<file path="src/rtl/alu_nibble_seq.sv">
// Nibble-serial sequencer that drives an external 4-bit ALU slice to compute a 4*NIBBLES-bit result.
// Optional signed-overflow flag is enabled with macro ALU_NIBBLE_SEQ_OVF_EN.
module alu_nibble_seq #(
   parameter int NIBBLES = 4
) (
   input  logic                   clk,
   input  logic                   rst,
   input  logic                   start,
   input  logic [4*NIBBLES-1:0]   op_a,
   input  logic [4*NIBBLES-1:0]   op_b,
   input  logic [3:0]             op_s,
   input  logic                   op_m,
   input  logic                   op_cin,
   output logic [3:0]             alu_a,
   output logic [3:0]             alu_b,
   output logic [3:0]             alu_s,
   output logic                   alu_m,
   output logic                   alu_cin_re,
   input  logic [3:0]             alu_y,
   input  logic                   alu_cout_re,
   output logic                   busy,
   output logic                   done,
   output logic [4*NIBBLES-1:0]   result,
   output logic                   cout,
`ifdef ALU_NIBBLE_SEQ_OVF_EN
   output logic                   ovf,
`endif
   output logic                   zero
);

   localparam int W  = 4 * NIBBLES;
   localparam int KW = (NIBBLES > 1) ? $clog2(NIBBLES) : 1;

   typedef enum logic [1:0] {S_IDLE, S_RUN, S_DONE} state_t;

   state_t          r_state;
   state_t          w_state_nxt;
   logic [KW-1:0]   r_k;
   logic [KW+1:0]   w_base;
   logic [W-1:0]    r_a;
   logic [W-1:0]    r_b;
   logic [3:0]      r_s;
   logic            r_m;
   logic            r_cin;
   logic            r_chain_re;
   logic [W-1:0]    r_result;
   logic [W-1:0]    w_result_nxt;
   logic            r_cout;
   logic            r_zero;
   logic            w_accept;
   logic            w_last;

   assign w_base = {r_k, 2'b00};

   always_ff @(posedge clk) begin
      if (rst) r_state <= S_IDLE;
      else     r_state <= w_state_nxt;
   end

   always_comb begin
      w_state_nxt = r_state;
      w_accept    = 1'b0;
      w_last      = 1'b0;
      busy        = 1'b0;
      done        = 1'b0;
      alu_a       = 4'h0;
      alu_b       = 4'h0;
      alu_s       = 4'h0;
      alu_m       = 1'b0;
      alu_cin_re  = 1'b1;
      case (r_state)
         S_IDLE: begin
            if (start) begin
               w_accept    = 1'b1;
               w_state_nxt = S_RUN;
            end
         end
         S_RUN: begin
            busy  = 1'b1;
            alu_a = r_a[w_base +: 4];
            alu_b = r_b[w_base +: 4];
            alu_s = r_s;
            alu_m = r_m;
            // Logic mode keeps the carry inactive; nibble 0 takes the external carry.
            if (!r_m) alu_cin_re = (r_k == '0) ? ~r_cin : r_chain_re;
            if (r_k == KW'(NIBBLES - 1)) begin
               w_last      = 1'b1;
               w_state_nxt = S_DONE;
            end
         end
         S_DONE: begin
            busy        = 1'b1;
            done        = 1'b1;
            w_state_nxt = S_IDLE;
         end
         default: w_state_nxt = S_IDLE;
      endcase
   end

   always_comb begin
      w_result_nxt = r_result;
      w_result_nxt[w_base +: 4] = alu_y;
   end

   always_ff @(posedge clk) begin
      if (w_accept && !rst) begin
         r_a   <= op_a;
         r_b   <= op_b;
         r_s   <= op_s;
         r_m   <= op_m;
         r_cin <= op_cin;
      end
   end

   always_ff @(posedge clk) begin
      if (rst) begin
         r_k        <= '0;
         r_result   <= '0;
         r_cout     <= 1'b0;
         r_zero     <= 1'b0;
         r_chain_re <= 1'b1;
`ifdef ALU_NIBBLE_SEQ_OVF_EN
         ovf        <= 1'b0;
`endif
      end else if (w_accept) begin
         r_k <= '0;
      end else if (r_state == S_RUN) begin
         r_result   <= w_result_nxt;
         r_chain_re <= alu_cout_re;
         r_k        <= r_k + KW'(1);
         if (w_last) begin
            r_cout <= ~r_m & ~alu_cout_re;
            r_zero <= (w_result_nxt == '0);
`ifdef ALU_NIBBLE_SEQ_OVF_EN
            // Signed overflow only for add (s=9) and subtract (s=6) in arithmetic mode.
            if (!r_m && r_s == 4'h9)
               ovf <= (r_a[W-1] == r_b[W-1]) & (w_result_nxt[W-1] != r_a[W-1]);
            else if (!r_m && r_s == 4'h6)
               ovf <= (r_a[W-1] != r_b[W-1]) & (w_result_nxt[W-1] != r_a[W-1]);
            else
               ovf <= 1'b0;
`endif
         end
      end
   end

   assign result = r_result;
   assign cout   = r_cout;
   assign zero   = r_zero;

endmodule

</file>
<file path="config.mk">
export PLATFORM = sky130hd
export DESIGN_NAME = alu_nibble_seq
export DESIGN_NICKNAME = d
export VERILOG_FILES = /design/src/rtl/alu_nibble_seq.sv
export SDC_FILE = /design/constraint.sdc
export NUM_CORES = 1
export LEC_CHECK = 0
export BUFFER_PORTS_ARGS = -buffer_cell sky130_fd_sc_hd__buf_2
export CAP_MARGIN = 20
export CORE_MARGIN = 5
export CORE_UTILIZATION = 45
export CTS_CLUSTER_DIAMETER = 120
export DETAILED_ROUTE_END_ITERATION = 8
export PLACE_DENSITY_LB_ADDON = 0.12
export SLEW_MARGIN = 25
export SYNTH_ARGS = -nofsm -noshare
export SYNTH_HDL_FRONTEND = slang
export SYNTH_SLANG_ARGS = --single-unit
</file>
<file path="constraint.sdc">
create_clock -name clk -period 3.1 [get_ports clk]
set_input_delay 0.62 -clock clk [delete_from_list [all_inputs] [get_ports clk]]
set_output_delay 0.62 -clock clk [all_outputs]
set_load 0.05 [all_outputs]
</file>
After elaboration in Yosys (flattened, before gate mapping)
Cells that the tools add are included.
Widths: inputs -> output; s select.
{ "op_classes": {"n_addsub": 2, "n_eq_ne": 5, "n_shift": 4, "n_mux": 17, "bitwise": 5, "reduce_logical": 10} }
{ "ops": {"columns": ["operator", "n"], "rows": [
  ["$shiftx 16x5->4", 2],
  ["$bwmux 16", 1],
  ["$logic_not 16->1", 1],
  ["$shift 4x6->16 const A", 1],
  ["$shiftx 4x6->16", 1],
  ["$mux 4", 3],
  ["$mux 1", 10],
  ["$neg 4->6", 1],
  ["$eq 2x2->1 const B", 2],
  ["$logic_not 2->1", 2],
  ["$mux 2", 2],
  ["$ne 2x2->1 const B", 2],
  ["$not 1->1", 4],
  ["$pmux 2 s2", 1],
  ["$reduce_and 2->1", 2],
  ["$reduce_or 2->1", 2],
  ["$reduce_and 3->1", 1],
  ["$add 2x1->2 const B", 1],
  ["$eq 2x1->1 const B", 1],
  ["$and 1x1->1", 1],
  ["$logic_and 1x1->1", 1],
  ["$logic_not 1->1", 1]
]} }
{ "word_totals": {"regBits": 61, "inputBits": 46, "out_inout_bits": 34} }

Logic depth before layout (Yosys ltp)
{ "depth": {"ltp_word": 4, "depth_mapped": 9} }

Worst setup path before layout
OpenSTA, ideal clock, no wires.
{ "synth_path": {"path_kind": "input to register", "from": "in rst", "to": "reg r_a[0] (enable)", "setup_time_ns": 0.433, "arrival_time_ns": 2.444, "t_required_ns": 2.667, "path_slack_ns": 0.223, "stages": 2, "n_path_buf": 1, "path_cell_list": "clkbuf_1 > nor2_1"} }
{ "synth_via": {"elab_chain_cells": 2} }
{ "synth_rtl": {"columns": ["element", "line", "text"], "rows": [
  ["from (decl)", "7", "input logic rst,"],
  ["$logic_not 1->1", "106", "if (w_accept && !rst) begin"],
  ["$logic_and 1x1->1", "106", null],
  ["to (signal assigned)", "107", "r_a <= op_a;"],
  ["to (decl)", "40", "logic [W-1:0] r_a;"]
]} }
Every way passes these cells.
A chain may end at the register's enable or synchronous reset.

Worst setup path in the final report
{ "layout_path": {"from": "reg r_k[0]", "to": "out alu_cin_re"} }
{ "layout_via": {"elab_chain_cells": 4} }
{ "layout_rtl": {"columns": ["element", "line", "text"], "rows": [
  ["from (decl)", "38", "logic [KW-1:0] r_k;"],
  ["from (signal assigned)", "130", "r_k <= r_k + KW'(1);"],
  ["$logic_not 2->1", "85", "if (!r_m) alu_cin_re = (r_k == '0) ? ~r_cin : r_chain_re;"],
  ["$mux 1 (2 in a row)", "85", null],
  ["$mux 1", "71", "case (r_state)"],
  ["to (decl)", "18", "output logic alu_cin_re,"]
]} }
Every way passes these cells.

==> flow_metrics.tcl <==
set metrics [dict create \
    status "completed" \
    diodes 0 \
    ctsHoldBuffers 0 \
    syn_area_um2 2644 \
    n_fill_cell 520 \
    fmax_mhz 383.2 \
    endpoint_kind "output port" \
    ctsLongestPathBuffers 2 \
    async_flop_share_pct 0 \
    drtIter0Drc 69 \
    synth_edf_count 38 \
    drive_gt1_share_pct 37.85 \
    relSlewSlack_pct 53.40 \
    regArea_um2 1602 \
    grt_max_degree 39 \
    rows 28 \
    synth_fp_nets 253 \
    drc 0 \
    ant_nets 0 \
    fp.dieH_um 86.65 \
    insertion_delay_ps 330 \
    antenna_found_initial 0 \
    grt-ovfl-total 0 \
    avgSynthCellArea_um2 13.42 \
    cts_setup_buffers 0 \
    fin_crit_sh_pct 84.17 \
    synth-seq-area-share_pct 60.58 \
    powerDensity_nw_per_um2 634.6 \
    setup-violations-final 0 \
    required_ps 2480 \
    postCtsResizedCells 0 \
    ctsRootBufferMaster "clkbuf_8" \
    grt_pass1_wl_mm 8.349 \
    drv_slew 0 \
    synth_top_family_by_area "simple AND/OR/NAND/NOR gates" \
    core_um2 5816 \
    fin_setup_tns_ps 0 \
    final_core_util_pct 57.57 \
    yosysUniqueCellTypes 41 \
    tightest_slew_ps 699.0 \
    ys.flop_type "edfxtp_1" \
    fin_skew_ps 8.410 \
    io_pins 80 \
    clkSinkCount 61 \
    synthTopCellsByArea "edfxtp_1 43%, dfxtp_1 17%, ha_1 4.7%, mux4_2 4.3%, a22oi_1 3.4%" \
    area_growth_pct 26.64 \
    track_usage_pct 14.90 \
    start_kind "flop" \
    multiInputGateArea_um2 950.9 \
    synth_top_cell_by_area "edfxtp_1" \
    drt-pass1-iter-count 4 \
    final_net_count 339 \
    path_clk_slew_ps 70 \
    arrival_ps 1990 \
    htree_levels 3 \
    synth_mux_area_share_pct 7.998 \
    synth.most_common_cell "edfxtp_1" \
    hold_viol_final 0 \
    die_area_um2 7508 \
    synth_xor_xnor_area_share_pct 0.3313 \
    final.min_clock_period_ps 2609 \
    start_util_pct 45.46 \
    wl_per_cell_um 14.21 \
    syn_inst 197 \
    place_hpwl_mm 3.771 \
    synth.top_cell.area_share_pct 43.16 \
    vias_per_cell 4.942 \
    ir_drop_mv 0.3365 \
    yosys_warnings 0 \
    synth_compound_area_share_pct 8.519 \
    p_total_mw 2.125 \
    ys_top_cells_by_count "38 x edfxtp_1, 23 x dfxtp_1, 22 x nor2_1, 13 x and2_1, 12 x a22oi_1" \
    grt_pass1_vias 1718 \
    synth-adder-area-share_pct 4.733 \
    crit_type "reg -> out" \
    cts_tree "built" \
    place.gp.congestion 0.7691 \
    route.vias.total 1794 \
    ys_ff_latch 61 \
    wl_mm 5.159 \
    crit_fanout 8 \
    die_x_um 86.65 \
    drv_cap 0 \
    numCtsBuffers 9 \
    p_leak_nw 1.363 \
    portBuffers 79 \
    yosys.area_share.simple_pct 14.10 \
    rsz0062_at_grt "no" \
    hp-class "reg -> reg" \
]
## power breakdown
part / total (mW) / switching, mW / internal [mW]
Sequential: 0.928 / 0.0182 / 0.910
Clock: 0.832 / 0.299 / 0.534
Combinational: 0.364 / 0.238 / 0.126
## area by class of cell
type / instances / share of cell area (%)
Sequential cell: 61 / 47.83
Multi-Input combinational cell: 119 / 28.40
Timing Repair Buffer: 84 / 12.93
Clock buffer: 10 / 3.812
Clock inverter: 6 / 3.326
Tap cell: 75 / 2.803
Inverter: 8 / 0.8969
## through the flow
stage                     cell area (um2)  hold WS, ps  std cells  setup slack, ps
after floorplan                      2644        489.6        197            222.7
after global placement               3109        442.8        347            861.5
after detailed placement             3109        447.9        347            829.3
after CTS                            3348        440.8        363            456.9
after global routing                 3348        433.3        363            310.0
final                                3348        452.3        363            490.7
## flip-flops by register name, indices dropped and copies added, names as in the netlist
signal / flops
r_m: 1
cout: 1
r_a: 16
zero: 1
r_cin: 1
r_s: 4
r_b: 16
result: 16
r_k: 2
r_state: 2
r_chain_re: 1
## logic make-up (layout without fill, tap and decap cells)
logic type,after synthesis,after routing
AND/OR/NAND/NOR,67,67
flip-flops,61,61
AO/OA/AOI/OAI,31,31
buffers and inverters,17,108
adder cells (fa/ha/maj),10,10
multiplexers,10,10
XOR/XNOR,1,1
## metal layers
metal,part of all wire (%),GRT usage [%],wire length (um),vias up
li1,-,-,-,904
met1,44,18.94,2282,829
met2,47,23.02,2417,52
met3,7.0,4.468,361,9
met4,1.9,7.649,97,0
met5,0,0,0,-
## path summary, 6_finish.rpt
check | from | to | slack (ps) | cells past startpoint
worst max-delay path | r_k[0] | alu_cin_re | 490 | 6
worst min-delay path | cout | cout | 450 | 2
worst max register to register | r_k[0] | zero | 840 | 7
worst min register to register | cout | cout | 450 | 2
## critical path, cell delays in order, from the launching register on
cell	delay [ps]
dfxtp_1	520
buf_4	230
inv_1	120
ha_1	260
o21ai_0	190
nand3b_1	90
buf_2	240
## cell usage in the layout (no fill, tap or decap), types with 8 or more instances in the layout
| master | count |
|---|---|
| a22oi_1 | 12 |
| and2_1 | 13 |
| buf_2 | 79 |
| clkbuf_8 | 9 |
| dfxtp_1 | 23 |
| edfxtp_1 | 38 |
| ha_1 | 10 |
| inv_1 | 8 |
| nand2_1 | 11 |
| nor2_1 | 21 |
Power figures use the tool's default switching activity.
